[src/rtl/reg_wb_queue.sv]
// In-order register writeback queue with late load-data fill and optional forwarding lookups.
// Forwarding is built only when REG_WB_QUEUE_FWD_EN is defined; otherwise fwd_* outputs are tied to 0.
module reg_wb_queue #(
    parameter int DEPTH = 4
) (
    input  logic        clk,
    input  logic        resetn,
    input  logic        in_valid,
    output logic        in_ready,
    input  logic [4:0]  in_waddr,
    input  logic [31:0] in_wdata,
    input  logic        in_wait,
    input  logic        mem_rvalid,
    input  logic [31:0] mem_rdata,
    input  logic        flush,
    output logic        we,
    output logic [4:0]  waddr,
    output logic [31:0] wdata,
    input  logic [4:0]  fwd_raddr1,
    input  logic [4:0]  fwd_raddr2,
    output logic        fwd_hit1,
    output logic        fwd_hit2,
    output logic [31:0] fwd_data1,
    output logic [31:0] fwd_data2,
    output logic        fwd_stall1,
    output logic        fwd_stall2,
    output logic        rsp_err
);
    localparam int PW = (DEPTH > 1) ? $clog2(DEPTH) : 1;
    localparam int CW = PW + 1;

    logic [DEPTH-1:0] valid_reg;
    logic [DEPTH-1:0] ok_reg;
    logic [4:0]       addr_mem [DEPTH];
    logic [31:0]      data_mem [DEPTH];
    logic [PW-1:0]    head_reg;
    logic [PW-1:0]    tail_reg;
    logic [CW-1:0]    count_reg;
    logic             rsp_err_reg;

    // slot_idx[k] is the physical slot of the k-th oldest entry.
    logic [PW-1:0]    slot_idx [DEPTH];
    genvar gi;
    for (gi = 0; gi < DEPTH; gi++) begin : g_slot
        assign slot_idx[gi] = head_reg + PW'(gi);
    end

    logic head_ok;
    logic push;
    logic pop;
    logic wait_hit;
    logic [PW-1:0] wait_idx;

    assign in_ready = (count_reg < CW'(DEPTH));
    assign head_ok  = valid_reg[head_reg] & ok_reg[head_reg];
    assign pop      = head_ok;
    assign push     = in_valid & in_ready & ~flush;

    assign we      = head_ok & (addr_mem[head_reg] != 5'd0);
    assign waddr   = head_ok ? addr_mem[head_reg] : 5'd0;
    assign wdata   = head_ok ? data_mem[head_reg] : 32'd0;
    assign rsp_err = rsp_err_reg;

    // Scan youngest to oldest so the oldest waiting entry is the one kept.
    always_comb begin
        wait_hit = 1'b0;
        wait_idx = head_reg;
        for (int i = DEPTH - 1; i >= 0; i--) begin
            if (valid_reg[slot_idx[i]] && !ok_reg[slot_idx[i]]) begin
                wait_hit = 1'b1;
                wait_idx = slot_idx[i];
            end
        end
    end

    always_ff @(posedge clk or negedge resetn) begin
        if (!resetn) begin
            valid_reg   <= '0;
            ok_reg      <= '0;
            head_reg    <= '0;
            tail_reg    <= '0;
            count_reg   <= '0;
            rsp_err_reg <= 1'b0;
        end else if (flush) begin
            valid_reg <= '0;
            ok_reg    <= '0;
            head_reg  <= '0;
            tail_reg  <= '0;
            count_reg <= '0;
        end else begin
            if (pop) begin
                valid_reg[head_reg] <= 1'b0;
                head_reg            <= head_reg + PW'(1);
            end
            if (push) begin
                valid_reg[tail_reg] <= 1'b1;
                ok_reg[tail_reg]    <= ~in_wait;
                tail_reg            <= tail_reg + PW'(1);
            end
            if (mem_rvalid) begin
                if (wait_hit) begin
                    ok_reg[wait_idx] <= 1'b1;
                end else begin
                    rsp_err_reg <= 1'b1;
                end
            end
            case ({push, pop})
                2'b10:   count_reg <= count_reg + CW'(1);
                2'b01:   count_reg <= count_reg - CW'(1);
                default: count_reg <= count_reg;
            endcase
        end
    end

    // Payload storage carries no reset; validity is tracked by valid_reg/ok_reg.
    always_ff @(posedge clk) begin
        if (push) begin
            addr_mem[tail_reg] <= in_waddr;
            data_mem[tail_reg] <= in_wdata;
        end
        if (mem_rvalid && wait_hit && !flush) begin
            data_mem[wait_idx] <= mem_rdata;
        end
    end

`ifdef REG_WB_QUEUE_FWD_EN
    for (gi = 0; gi < 2; gi++) begin : g_fwd
        logic [4:0]  ra;
        logic        hit;
        logic        stall;
        logic [31:0] data;

        assign ra = (gi == 0) ? fwd_raddr1 : fwd_raddr2;

        // Oldest to youngest: a later (younger) match overrides an earlier one.
        always_comb begin
            hit   = 1'b0;
            stall = 1'b0;
            data  = 32'd0;
            for (int i = 0; i < DEPTH; i++) begin
                if (valid_reg[slot_idx[i]] && (ra != 5'd0) && (addr_mem[slot_idx[i]] == ra)) begin
                    hit   = 1'b1;
                    stall = ~ok_reg[slot_idx[i]];
                    data  = data_mem[slot_idx[i]];
                end
            end
        end
    end

    assign fwd_hit1   = g_fwd[0].hit;
    assign fwd_hit2   = g_fwd[1].hit;
    assign fwd_stall1 = g_fwd[0].stall;
    assign fwd_stall2 = g_fwd[1].stall;
    assign fwd_data1  = g_fwd[0].data;
    assign fwd_data2  = g_fwd[1].data;
`else
    logic unused_fwd;
    assign unused_fwd = ^{fwd_raddr1, fwd_raddr2};

    assign fwd_hit1   = 1'b0;
    assign fwd_hit2   = 1'b0;
    assign fwd_stall1 = 1'b0;
    assign fwd_stall2 = 1'b0;
    assign fwd_data1  = 32'd0;
    assign fwd_data2  = 32'd0;
`endif

endmodule

[config.mk]
export PLATFORM = sky130hd
export DESIGN_NAME = reg_wb_queue
export DESIGN_NICKNAME = d
export VERILOG_FILES = /design/src/rtl/reg_wb_queue.sv
export SDC_FILE = /design/constraint.sdc
export NUM_CORES = 1
export LEC_CHECK = 0
export CORE_MARGIN = 2
export CORE_UTILIZATION = 55
export DETAILED_ROUTE_END_ITERATION = 8
export PLACE_DENSITY = 0.86
export SYNTH_ARGS = -nofsm -noshare
export SYNTH_HDL_FRONTEND = slang
export SYNTH_SLANG_ARGS = --single-unit
[constraint.sdc]
create_clock -name clk -period 8.7 [get_ports clk]
set_clock_uncertainty 0.2 [all_clocks]
set_input_delay 0.87 -clock clk [delete_from_list [all_inputs] [get_ports clk]]
set_output_delay 0.87 -clock clk [all_outputs]
set_load 0.01 [all_outputs]
==> results by group, run 1 <==
Final layout
  – Final #Nets: 778
  – Regs by FF count: data_mem: 128 flops, addr_mem: 20 flops
  – Share of layout cells above drive strength 1: 19.51%
  – Fillcell total: 1066
  – N_diodes: 0
  – Largest Register: data_mem
  – Area delta synth->final: 19.34%
  – Max reg flops: 128

Logic synthesis
  – Post-synth cell types: 48
  – Seq/Total Area, Yosys: 54.99%
  – Synth top cells by count: 148 x edfxtp_1, 81 x mux2_1, 71 x buf_4
  – Mean post-synth cell area: 15.24 um^2
  – Synth area leader: edfxtp_1
  – Most common cell in the synthesized netlist: edfxtp_1
  – Cells after Synth: 578
  – Syn Std Cell Area: 8810 um^2
  – Synth Flop Type: edfxtp_1
  – Post-synth top area share: 50.45%
  – Synth Register Bits: 164
  – Post-synth EDFFs: 148
  – Syn. warnings: 0
  – Synth area leaders: edfxtp_1 50%, mux2_1 10%, mux4_2 10%
  – Fraction of registers with async set/reset: 9.756%

Placement
  – Buffers added on ports: 114
  – Final HPWL DP: 11150 um
  – Placer Congestion: 0.8257
  – Post-Place Setup Slack: 3.939 ns

Routing
  – Via-to-Cell Ratio: 5.652
  – Drt total wl: 18620 um
  – DRC: 0
  – DRT antenna net count: 0
  – Vias: 5160
  – DR WL/cell: 20.39 um
  – First drt pass iteration count: 4
  – Initial DRC Count: 414

Critical path
  – Startpoint Class: flop
  – R2r setup slk: 3.99 ns
  – CP endpoint kind: output port
  – Data required time at the worst endpoint: 7.63 ns
  – Largest delay contributor family on the critical path: buffers and inverters
  – Crit-path slowest cell: mux4_2
  – Reg2reg end: data_mem[1][6]
  – CP peak stage delay: 0.82 ns
  – Data arrival, critical path: 3.75 ns
  – R2R depth: 7
  – Buffers and inverters on the worst path: 2
  – Critical R2R Launch: head_reg[1]
  – WS Path Type: flop to output port
  – Worst path cell trace: buf_4 > mux4_2 > nand2_1 > a21oi_1 > clkdlybuf4s50_1
  – Critical path fanouts, max: 39

Floorplan
  – IO Pins: 193
  – Initial Util: 55.86%
  – # rows: 46
  – DIE WIDTH: 130.6 um
  – Die Ht: 130.6 um
  – Die area: 17050 um^2
  – Core Region: 15770 um^2

Global routing
  – Global-route wire length before repair: 28590 um
  – GRT Total Usage: 22.91%
  – Vias in the first global route: 5483
  – Initial antenna violation count: 0
  – Overflow after GRT: 0
  – Largest net degree at the start of global routing: 54

Clocking
  – H-tree Lvls: 4
  – TritonCTS buffer count: 17
  – Worst-path clk slew: 0.06 ns
  – Buffer depth of the longest clock path: 2
  – Post-CTS Setup Bufs: 0
  – Clock Tree Root: clkbuf_16
  – Clock Sinks: 164
  – Post-CTS Resized: 0
  – Clk_lat worst skew: 0.42 ns
  – CTS Hold Bufs: 0
  – CTS tree: built

Timing
  – Max Slew Vio Count: 0
  – Max Freq: 0.2076 GHz
  – Fin crit period: 4.817 ns
  – RSZ-0062 raised after global routing: no
  – Final Hold Violating Endpoints: 0
  – Worst-margin pin slew: 1.038 ns
  – Final period util: 55.37%
  – Final worst slack: 3.883 ns
  – Setup TNS: 0 ns
  – Worst rel slew slack: 30.83%
  – Setup violations, final: 0

Run status
  – Status: finished, final reports clean

Hold path
  – Min-delay src: rsp_err
  – Worst Hold Depth: 1
  – HP Class: flop to flop
  – Hold Crit Endpoint: rsp_err

Pwr
  – Peak VDD IR: 0.1296 mV
  – P_leak: 0.003796 uW
  – Power density over the cells: 198.8 nW/um^2

Flow run
  – Max-cap violations: 0
==> cell type report <==
| type | instances | area, um^2 | area share [%] |
|---|---|---|---|
| tap | 216 | 270.3 | 2.571 |
| inverter | 12 | 45.04 | 0.4284 |
| clock buffer | 21 | 440.4 | 4.189 |
| clock inverter | 11 | 182.7 | 1.737 |
| multi-input combinational | 370 | 3547 | 33.74 |
| sequential | 164 | 4850 | 46.13 |
| timing repair buffer | 119 | 1179 | 11.21 |
==> per-layer routing <==
layer	track usage, %	wire length, um	up-vias
li1	-	-	2313
met5	0	0	-
met2	39.74	9451	255
met1	27.80	7428	2565
met3	6.107	1464	27
met4	8.260	275	0
==> per-stage QoR <==
stage / cells / power, uW / util, % / hold WS, ns / cell area [um^2]
6_report: 913 / 2090 / 66.67 / 0.3502 / 10510
5_1_grt: 913 / 2167 / 66.67 / 0.3459 / 10510
4_1_cts: 913 / 2101 / 66.67 / 0.3356 / 10510
3_5_place_dp: 881 / 1309 / 62.72 / 0.3227 / 9891
3_3_place_gp: 881 / 1294 / 62.72 / 0.2937 / 9891
2_1_floorplan: 645 / 1198 / - / 0.2932 / 9061
==> logic make-up (layout without fill, tap and decap cells) <==
kind of cell	Yosys count	in the layout	share of synthesized area, %
AOI/OAI and AO/OA	33	33	2.826
xor gates and xnor gates	4	4	0.3977
adders and majority gates	9	9	1.363
buffers and inverters	111	163	7.953
DFF	164	164	54.99
muxes	171	171	26.93
other	1	68	0.04257
and+or+nand+nor	85	85	5.496
==> where the power goes <==
part | total (uW) | internal [uW] | switching, uW
sequential | 957 | 924 | 32.9
combinational | 334 | 161 | 173
clock | 798 | 506 | 293
total | 2090 | 1590 | 499
==> placed cells by master, fill, tap and decap left out, types with 2 or more instances in the layout <==
master,count
edfxtp_1,148
clkdlybuf4s50_1,114
mux2_1,81
conb_1,68
mux2_2,47
mux4_2,40
and3_1,37
clkbuf_16,17
dfrtp_1,14
nand2_1,13
nor2_1,12
inv_1,11
ha_1,8
nand2b_1,5
a21oi_1,5
bufinv_16,5
buf_4,5
o21ai_0,4
o211ai_1,4
a31o_2,4
clkbuf_1,4
mux2i_1,3
xnor2_1,3
nand3b_1,2
o21a_1,2
a21o_1,2
nor3_1,2
nand3_1,2
a311o_1,2
nand2b_2,2
nand2_2,2
clkinv_1,2
clkinv_2,2
clkinvlp_4,2
==> worst max path at each step <==
| stage | start | end | slack (ns) | depth (start not counted) |
|---|---|---|---|---|
| after CTS | head_reg[0] | we | 3.81 | 4 |
| final | head_reg[1] | we | 3.88 | 5 |
| after global placement | head_reg[1] | data_mem[1][8] | 3.96 | 7 |
| after floorplan | head_reg[0] | data_mem[2][0] | 5.25 | 7 |
| after global routing | head_reg[0] | we | 3.60 | 4 |
| after detailed placement | head_reg[1] | data_mem[1][7] | 3.94 | 7 |
(Power assumes the default switching activity.)
==> run 2, diff against run 1 <==
--- a/config.mk
+++ b/config.mk
@@ -6,9 +6,9 @@
 export NUM_CORES = 1
 export LEC_CHECK = 0
 export CORE_MARGIN = 2
-export CORE_UTILIZATION = 55
+export CORE_UTILIZATION = 46
 export DETAILED_ROUTE_END_ITERATION = 8
-export PLACE_DENSITY = 0.86
+export PLACE_DENSITY = 0.77
 export SYNTH_ARGS = -nofsm -noshare
 export SYNTH_HDL_FRONTEND = slang
 export SYNTH_SLANG_ARGS = --single-unit
==> constraint.sdc (replaced) <==
create_clock -name clk -period 4.1 [get_ports clk]
set_clock_uncertainty 0.2 [all_clocks]
set_input_delay 0.41 -clock clk [delete_from_list [all_inputs] [get_ports clk]]
set_output_delay 0.41 -clock clk [all_outputs]
set_load 0.01 [all_outputs]
==> results by group, run 2 (synthesis results as in run 1) <==
Run status
  – Status: finished, final reports clean

Floorplan
  – Core Region: 18770 um^2 (+19%)
  – DIE WIDTH: 142.4 um (+9.1%)
  – # rows: 50 (+8.7%)
  – IO Pins: 193 (unchanged)
  – Die Ht: 142.4 um (+9.1%)
  – Initial Util: 46.94% (-8.9 points)
  – Die area: 20270 um^2 (+19%)

Global routing
  – M3 GR Usage: 4.576% (-1.5 points)
  – M2 GR Usage: 34.60% (-5.1 points)
  – Largest net degree at the start of global routing: 45 (-17%)
  – GRT Max-Usage Layer: met2
  – Vias in the first global route: 5352 (-2.4%)
  – GRT Total Usage: 19.59% (-3.3 points)
  – Met1 Use GR: 24.46% (-3.3 points)
  – Global-route wire length before repair: 29580 um (+3.5%)
  – Initial antenna violation count: 0 (unchanged)
  – Overflow after GRT: 0 (unchanged)

Routing
  – Initial DRC Count: 254 (-39%)
  – DRT antenna net count: 0 (unchanged)
  – Via-to-Cell Ratio: 5.488 (-2.9%)
  – DR WL/cell: 20.30 um (-0.46%)
  – DRC: 0 (unchanged)
  – First drt pass iteration count: 5 (+1)
  – Drt total wl: 19230 um (+3.2%)
  – Vias: 5197 (+0.72%)

Critical path
  – WS Path Type: flop to output port
  – Worst Setup EP: we
  – Critical R2R Launch: head_reg[0]
  – R2R depth: 8 (+1)
  – Critical path fanouts, max: 44 (+13%)
  – R2r setup slk: 0.54 ns (-3.45 ns)
  – Reg2reg end: data_mem[0][20]
  – CP endpoint kind: output port
  – Crit path from: head_reg[0]
  – Data arrival, critical path: 3.11 ns (-0.64 ns)
  – Data required time at the worst endpoint: 3.49 ns (-4.14 ns)
  – Startpoint Class: flop

Timing
  – Worst rel slew slack: 48.16% (+17 points)
  – Final period util: 90.64%
  – Max Freq: 0.2691 GHz
  – Setup violations, final: 0 (unchanged)
  – Setup TNS: 0 ns (unchanged)
  – Hold Slack: 0.2496 ns (-0.1006 ns)
  – Fin crit period: 3.716 ns
  – Worst-margin pin slew: 0.7752 ns (-0.2623 ns)
  – RSZ-0062 raised after global routing: no
  – Max Slew Vio Count: 0 (unchanged)
  – Final Hold Violating Endpoints: 0 (unchanged)

Final layout
  – Largest Register: data_mem
  – Fin cells: 947 (+3.7%)
  – Final core utilization: 56.74% (-9.9 points)
  – Most common cell after layout, fill and taps aside: edfxtp_1
  – Regs by FF count: data_mem: 128 flops, addr_mem: 20 flops
  – Most frequent cells in the layout: 148 x edfxtp_1, 114 x clkdlybuf4s50_1, 81 x mux2_1, 68 x conb_1, 47 x mux2_2
  – Share of layout cells above drive strength 1: 21.74% (+2.2 points)
  – N_diodes: 0 (unchanged)
  – Area delta synth->final: 20.88%
  – Max reg flops: 128 (unchanged)
  – Fillcell total: 1470 (+38%)
  – Final #Nets: 794 (+2.1%)

Hold path
  – HP Class: input port to async pin

Pwr
  – P_leak: 0.003869 uW (+1.9%)
  – Power density over the cells: 405.6 nW/um^2 (+100%)
  – Peak VDD IR: 0.2954 mV (+130%)

Clocking
  – Clock Tree Root: clkbuf_16
  – H-tree Lvls: 4 (unchanged)
  – TritonCTS buffer count: 17 (unchanged)
  – Post-CTS Resized: 0 (unchanged)
  – Post-CTS Setup Bufs: 0 (unchanged)
  – CTS tree: built
  – Clk_lat worst skew: 0.41 ns (about the same)
  – Worst-path clk slew: 0.06 ns (about the same)
  – CTS Hold Bufs: 0 (unchanged)
  – Clock Sinks: 164 (unchanged)
  – Buffer depth of the longest clock path: 2 (unchanged)

Placement
  – Buffers added on ports: 114 (unchanged)
  – Final HPWL DP: 12320 um (+10%)
  – Placer Congestion: 0.9217 (+12%)
  – Placed Instances: 915 (+3.9%)

Flow run
  – Max-cap violations: 0 (unchanged)
## run 2: changes by cell type in the layout (fill, tap and decap cells not counted), sizes merged
cell | previous run | this run
inv | 12 | 18
clkbuf | 21 | 17
bufinv | 5 | 2
buf | 5 | 21
clkinv | 4 | 5
## run 2: layer usage
metal / vias up / wire length, um
met2: 217 / 9966
met5: - / 0
li1: 2336 / -
met4: 0 / 202
met3: 13 / 1316
met1: 2631 / 7739
## run 2: worst min-delay path by stage
| stage | startpoint | endpoint | slack (ns) | depth (start not counted) |
|---|---|---|---|---|
| 2_1_floorplan | resetn | count_reg[0] | -0.09 | 0 |
| 3_3_place_gp | rsp_err | rsp_err | 0.30 | 1 |
| 3_5_place_dp | rsp_err | rsp_err | 0.30 | 1 |
| 4_1_cts | resetn | tail_reg[0] | 0.25 | 1 |
| 5_1_grt | resetn | count_reg[1] | 0.30 | 1 |
| 6_report | resetn | tail_reg[0] | 0.25 | 1 |
## run 2: final cells by class
cell class,count,area (um^2),area share [%]
clock buffers,17,425.4,3.995
clock inverters,15,152.6,1.433
inverters,12,45.04,0.4230
multi-input cells,370,3547,33.31
flip-flops and latches,164,4850,45.54
well taps,234,292.8,2.749
repair buffers,135,1336,12.55
## run 2: report_power, final
part           internal (uW)  switching [uW]
registers               1960            43.2
logic                    365             402
clock network            902             649
## run 2: stage by stage
step	setup slack [ns]	area (um^2)	total power [uW]
finish	0.3838	10650	4319
global placement	0.5735	10070	2784
floorplan	0.6512	9061	2542
detailed placement	0.4952	10070	2811
CTS	0.3261	10650	4364
global route	0.1870	10650	4506
## run 2: worst max-delay path: stages, from the launching register on
cell	delay, ns
dfrtp_4	0.54
buf_12	0.34
mux4_2	0.27
buf_4	0.38
nand2_1	0.35
a21oi_1	0.21
clkdlybuf4s50_1	0.56
==> run 3, diff against run 2 <==
--- a/config.mk
+++ b/config.mk
@@ -7,6 +7,7 @@
 export LEC_CHECK = 0
 export CORE_MARGIN = 2
 export CORE_UTILIZATION = 46
+export CTS_CLUSTER_SIZE = 40
 export DETAILED_ROUTE_END_ITERATION = 8
 export PLACE_DENSITY = 0.77
 export SYNTH_ARGS = -nofsm -noshare
==> results of run 3 <==
The final DEF is identical to that of run 2; final timing and power are the same.
